`config.mk`:
```
export PLATFORM = sky130hd
export DESIGN_NAME = echo_ranger
export DESIGN_NICKNAME = d
export VERILOG_FILES = /design/src/rtl/echo_ranger.sv
export SDC_FILE = /design/constraint.sdc
export NUM_CORES = 1
export LEC_CHECK = 0
export ABC_AREA = 1
export CAP_MARGIN = 20
export CORE_ASPECT_RATIO = 0.75
export CORE_MARGIN = 5
export CORE_UTILIZATION = 40
export CTS_BUF_LIST = sky130_fd_sc_hd__clkbuf_16
export CTS_CLUSTER_SIZE = 14
export DETAILED_ROUTE_END_ITERATION = 7
export GPL_TIMING_DRIVEN = 0
export HOLD_SLACK_MARGIN = 0.08
export SYNTH_ARGS = -nofsm -noshare
export SYNTH_HDL_FRONTEND = slang
export SYNTH_SLANG_ARGS = --single-unit
```
`constraint.sdc`:
```
create_clock -name clk_1m -period 2.21 [get_ports clk_1m]
set_input_delay 0.442 -clock clk_1m [delete_from_list [all_inputs] [get_ports clk_1m]]
set_output_delay 0.442 -clock clk_1m [all_outputs]
set_load 0.05 [all_outputs]
```
`src/rtl/echo_ranger.sv`:
```
// Ultrasonic echo ranger: times the sensor echo after a trigger pulse and reports
// the distance in centimetres, a near flag, and a no-echo timeout flag.
module echo_ranger #(
    parameter int WAIT_MAX_US = 1000,
    parameter int ECHO_MAX_US = 5800,
    parameter int US_PER_CM   = 58,
    parameter int MAX_CM      = 100,
    parameter int NEAR_CM     = 20
) (
    input  logic       clk_1m,
    input  logic       rst,
    input  logic       trig,
    input  logic       echo,
    output logic [6:0] distance,
    output logic       dist_valid,
    output logic       near,
    output logic       timeout
);

    localparam int WW = (WAIT_MAX_US > 1) ? $clog2(WAIT_MAX_US) : 1;
    localparam int UW = (ECHO_MAX_US > 1) ? $clog2(ECHO_MAX_US) : 1;
    localparam int SW = (US_PER_CM   > 1) ? $clog2(US_PER_CM)   : 1;

    localparam logic [WW-1:0] WAIT_LAST = WW'(WAIT_MAX_US - 1);
    localparam logic [UW-1:0] ECHO_LAST = UW'(ECHO_MAX_US - 1);
    localparam logic [SW-1:0] SUB_LAST  = SW'(US_PER_CM - 1);
    localparam logic [6:0]    MAX_V     = 7'(MAX_CM);
    localparam logic [6:0]    NEAR_V    = 7'(NEAR_CM);

    typedef enum logic [1:0] {S_IDLE, S_WAIT, S_MEAS, S_DONE} state_t;

    state_t          r_state;
    logic            r_echo_m;
    logic            r_echo_s;
    logic            r_echo_d;
    logic            r_trig_d;
    logic [WW-1:0]   r_wait;
    logic [UW-1:0]   r_us;
    logic [SW-1:0]   r_sub;
    logic [6:0]      r_cm;
    logic [6:0]      r_distance;
    logic            r_valid;
    logic            r_near;
    logic            r_timeout;

    logic            w_trig_fall;
    logic            w_echo_rise;
    logic            w_echo_fall;
    logic            w_sub_wrap;
    logic [SW-1:0]   w_sub_next;
    logic [6:0]      w_cm_next;

    // Echo is asynchronous: two flops before any use, a third for edge detection.
    always_ff @(posedge clk_1m) begin
        if (!rst) begin
            r_echo_m <= 1'b0;
            r_echo_s <= 1'b0;
            r_echo_d <= 1'b0;
            r_trig_d <= 1'b0;
        end else begin
            r_echo_m <= echo;
            r_echo_s <= r_echo_m;
            r_echo_d <= r_echo_s;
            r_trig_d <= trig;
        end
    end

    assign w_trig_fall = r_trig_d & ~trig;
    assign w_echo_rise = r_echo_s & ~r_echo_d;
    assign w_echo_fall = ~r_echo_s & r_echo_d;

    // The cycle that sees the echo fall still counts, so N high cycles give N increments.
    assign w_sub_wrap = (r_sub == SUB_LAST);
    assign w_sub_next = w_sub_wrap ? '0 : r_sub + SW'(1);
    assign w_cm_next  = (w_sub_wrap && (r_cm != MAX_V)) ? r_cm + 7'd1 : r_cm;

    always_ff @(posedge clk_1m) begin
        if (!rst) begin
            r_state    <= S_IDLE;
            r_wait     <= '0;
            r_us       <= '0;
            r_sub      <= '0;
            r_cm       <= '0;
            r_distance <= '0;
            r_valid    <= 1'b0;
            r_near     <= 1'b0;
            r_timeout  <= 1'b0;
        end else begin
            r_valid <= 1'b0;
            case (r_state)
                S_IDLE: begin
                    if (w_trig_fall) begin
                        r_state <= S_WAIT;
                        r_wait  <= '0;
                    end
                end
                S_WAIT: begin
                    if (w_trig_fall) begin
                        r_wait <= '0;
                    end else if (w_echo_rise) begin
                        r_state <= S_MEAS;
                        r_us    <= '0;
                        r_sub   <= '0;
                        r_cm    <= '0;
                    end else if (r_wait == WAIT_LAST) begin
                        r_state    <= S_DONE;
                        r_distance <= MAX_V;
                        r_timeout  <= 1'b1;
                        r_near     <= 1'b0;
                        r_valid    <= 1'b1;
                    end else begin
                        r_wait <= r_wait + WW'(1);
                    end
                end
                S_MEAS: begin
                    if (w_trig_fall) begin
                        r_state <= S_WAIT;
                        r_wait  <= '0;
                        r_us    <= '0;
                        r_sub   <= '0;
                        r_cm    <= '0;
                    end else if (w_echo_fall) begin
                        r_state    <= S_DONE;
                        r_distance <= w_cm_next;
                        r_timeout  <= 1'b0;
                        r_near     <= (w_cm_next < NEAR_V);
                        r_valid    <= 1'b1;
                    end else if (r_us == ECHO_LAST) begin
                        r_state    <= S_DONE;
                        r_distance <= MAX_V;
                        r_timeout  <= 1'b0;
                        r_near     <= (MAX_V < NEAR_V);
                        r_valid    <= 1'b1;
                    end else begin
                        r_us  <= r_us + UW'(1);
                        r_sub <= w_sub_next;
                        r_cm  <= w_cm_next;
                    end
                end
                S_DONE: begin
                    r_state <= S_IDLE;
                end
                default: begin
                    r_state <= S_IDLE;
                end
            endcase
        end
    end

    assign distance   = r_distance;
    assign dist_valid = r_valid;
    assign near       = r_near;
    assign timeout    = r_timeout;

endmodule

```
==> run summary <==
post-CTS setup buffer count = 0
clk slew on worst S/H paths = 70 ps
first drt pass iteration count = 4
boundary pin count = 14
type of origin of the critical path = register
CTS Root Cell = clkbuf_16
leakage power = 0.001293 µW
largest area contributor in the netlist = dfxtp_1
final-stage net count = 480
Unique masters post-synth = 33
GPL Wtd Cong = 0.8603
synth top area cells = dfxtp_1 34%, nand2_1 14%, inv_1 6.1%
EDFF count, synth = 0
Die Area = 9511 µm²
Rows = 27
Max VDD drop = 0.5046 mV
CTS Buffer Depth = 2
relative slew slack = 58.08%
vias in the first global route = 2564
endpoints failing setup = 0
Final Non-Filler Cells = 568
worst skew pair latency = 290 ps
CTS tree = done
R2R setup slack = 200 ps
WP data required = 2430 ps
register area = 1041 µm²
Area growth, synth to finish = 14.44%
Die W = 111.0 µm
sequential element share of the synthesized area = 34.04%
fillcell total = 761
Cells after Synth = 447
worst hold start = r_echo_m
R2R depth = 11
port bufs = 13
syn avg cell area = 6.841 µm²
Max Cap Viol = 0
placed inst area = 3314 µm²
Post-route DRC = 0
Yosys top cell area share = 34.04%
Slew @ Worst Pin = 628.8 ps
worst min path class = reg -> reg
Post-CTS Resized = 0
Critical Path Sink = r_cm[1]
largest net degree at the start of global routing = 16
wire per inst = 12.31 µm
initial antenna violation count = 0
prevailing post-synth register cell = dfxtp_1
Max Clk Rate = 498.2 MHz
CTS Buf Count = 5
crit-path max FO = 8
grt total ovfl = 0
RSZ-0062 raised after global routing = no
ys async rst share = 0%
crit path time final = 2007 ps
cell area after synthesis = 3058 µm²
crit end category = register
Slew Viols, Final = 0
Syn Nets = 460
outcome = completed
layout cells sized above 1 = 11.99%
vias per inst = 4.863
hold-fix buffers at CTS = 0
yosys warns = 0
Tot Pwr = 3349 µW
#FFs+latches synth = 52
final WL = 6994 µm
final core utilization = 47.30%
Initial Utilization = 41.33%
Fin. Hold Viols = 0
Inst Count DP = 561
power density cells = 956.9 nW/µm²
first-pass GRT wire length = 12280 µm
endpoint of the worst register-to-register path = r_cm[1]
post-detail-place hpwl = 5234 µm
count leader, synth = nand2_1
Global Route Usage Sum = 15.53%
Initial DRC Count = 125
Sink Count = 52
CTS H-Tree Depth = 2
Critical Path Source = r_state[0]
most instantiated cells after synthesis = 118 x nand2_1, 52 x dfxtp_1, 50 x inv_1
chip height = 85.72 µm
total area of multi-input combinational cells = 1708 µm²
Critical Path AT = 2230 ps
reg2reg start = r_state[0]
Antenna Cells = 0
clock skew = 5.313 ps
Tcrit/Tclk final = 90.82%
Crit Path Class = reg -> reg
core area = 7398 µm²
Detail Route Antenna Nets = 0
post-route design area = 3500 µm²
via count = 2762
==> cell type report <==
type	count	area share (%)
Buffer	9	2.503
Clock buffer	5	3.575
Clock inverter	2	1.716
Inverter	59	6.328
Multi-Input combinational cell	327	48.80
Sequential cell	52	29.75
Tap cell	101	3.611
Timing Repair Buffer	13	3.718
==> through the flow <==
step | hold WS [ps] | setup slack, ps | setup TNS (ps)
finish | 414.5 | 202.9 | 0
detailed placement | 402.0 | -15.34 | -18.46
CTS | 418.9 | 232.1 | 0
global placement | 394.3 | -22.99 | -22.99
global route | 436.7 | 32.93 | 0
floorplan | 390.5 | 610.5 | 0
==> registers in the layout (all words and copies together) (netlist names) <==
name,count
r_state,2
r_trig_d,1
r_echo_d,1
timeout,1
r_wait,10
r_us,13
dist_valid,1
r_sub,6
near,1
r_echo_m,1
r_echo_s,1
r_cm,7
distance,7
==> placed cells by master (no fill, tap or decap), types with 3 or more instances in the layout <==
cell type / count
nand2_2: 5
nor3b_2: 3
nand3_1: 34
a21oi_2: 9
nor2_4: 3
nor2_1: 45
o21ai_0: 14
inv_1: 50
clkdlybuf4s50_1: 13
nor3_2: 5
nor3_1: 15
o21ai_1: 8
a21oi_1: 24
nand4_1: 13
xor2_1: 6
nand2_1: 118
inv_2: 9
ha_1: 9
dfxtp_1: 52
clkbuf_16: 5
nand3b_1: 3
clkbuf_1: 3
==> cell families after synthesis <==
| kind of cell | Yosys count | synth area share (%) |
|---|---|---|
| fa+ha+maj | 9 | 3.683 |
| simple gates | 251 | 38.67 |
| compound gates | 59 | 11.21 |
| buf+inv | 68 | 10.11 |
| xor+xnor | 8 | 2.291 |
| flops | 52 | 34.04 |
==> worst max-delay path, stage by stage, from the launching register on <==
cell	delay (ps)
dfxtp_1	440
inv_1	110
ha_1	320
inv_2	170
nor2_2	70
nand2_2	140
nand2_4	70
inv_2	60
nand2_1	70
inv_1	250
nand2_1	110
a21oi_2	120
==> power breakdown <==
group	total (µW)	switching [µW]	leakage (µW)	internal, µW
sequential	1100	70.1	0.000421	1030
clock	993	350	0.0000899	643
combinational	1260	822	0.000783	435
total	3350	1240	0.00129	2110
==> routing by layer <==
| metal | share of wire, % | up-vias | track usage, % |
|---|---|---|---|
| met3 | 3.2 | 6 | 3.032 |
| met2 | 42 | 33 | 23.79 |
| met4 | 0.94 | 0 | 3.356 |
| met1 | 54 | 1234 | 22.66 |
| met5 | 0 | - | 0 |
| li1 | - | 1489 | - |
==> how the worst min path moves through the flow <==
| stage | end | slack, ps | cells past startpoint |
|---|---|---|---|
| after detailed placement | r_echo_s | 400 | 2 |
| after global placement | r_echo_s | 390 | 2 |
| after floorplan | r_echo_s | 390 | 2 |
| after global routing | r_echo_s | 440 | 2 |
| after CTS | r_echo_s | 420 | 2 |
| final | r_echo_s | 410 | 2 |
Note: power is estimated with default switching activity, not from simulation.
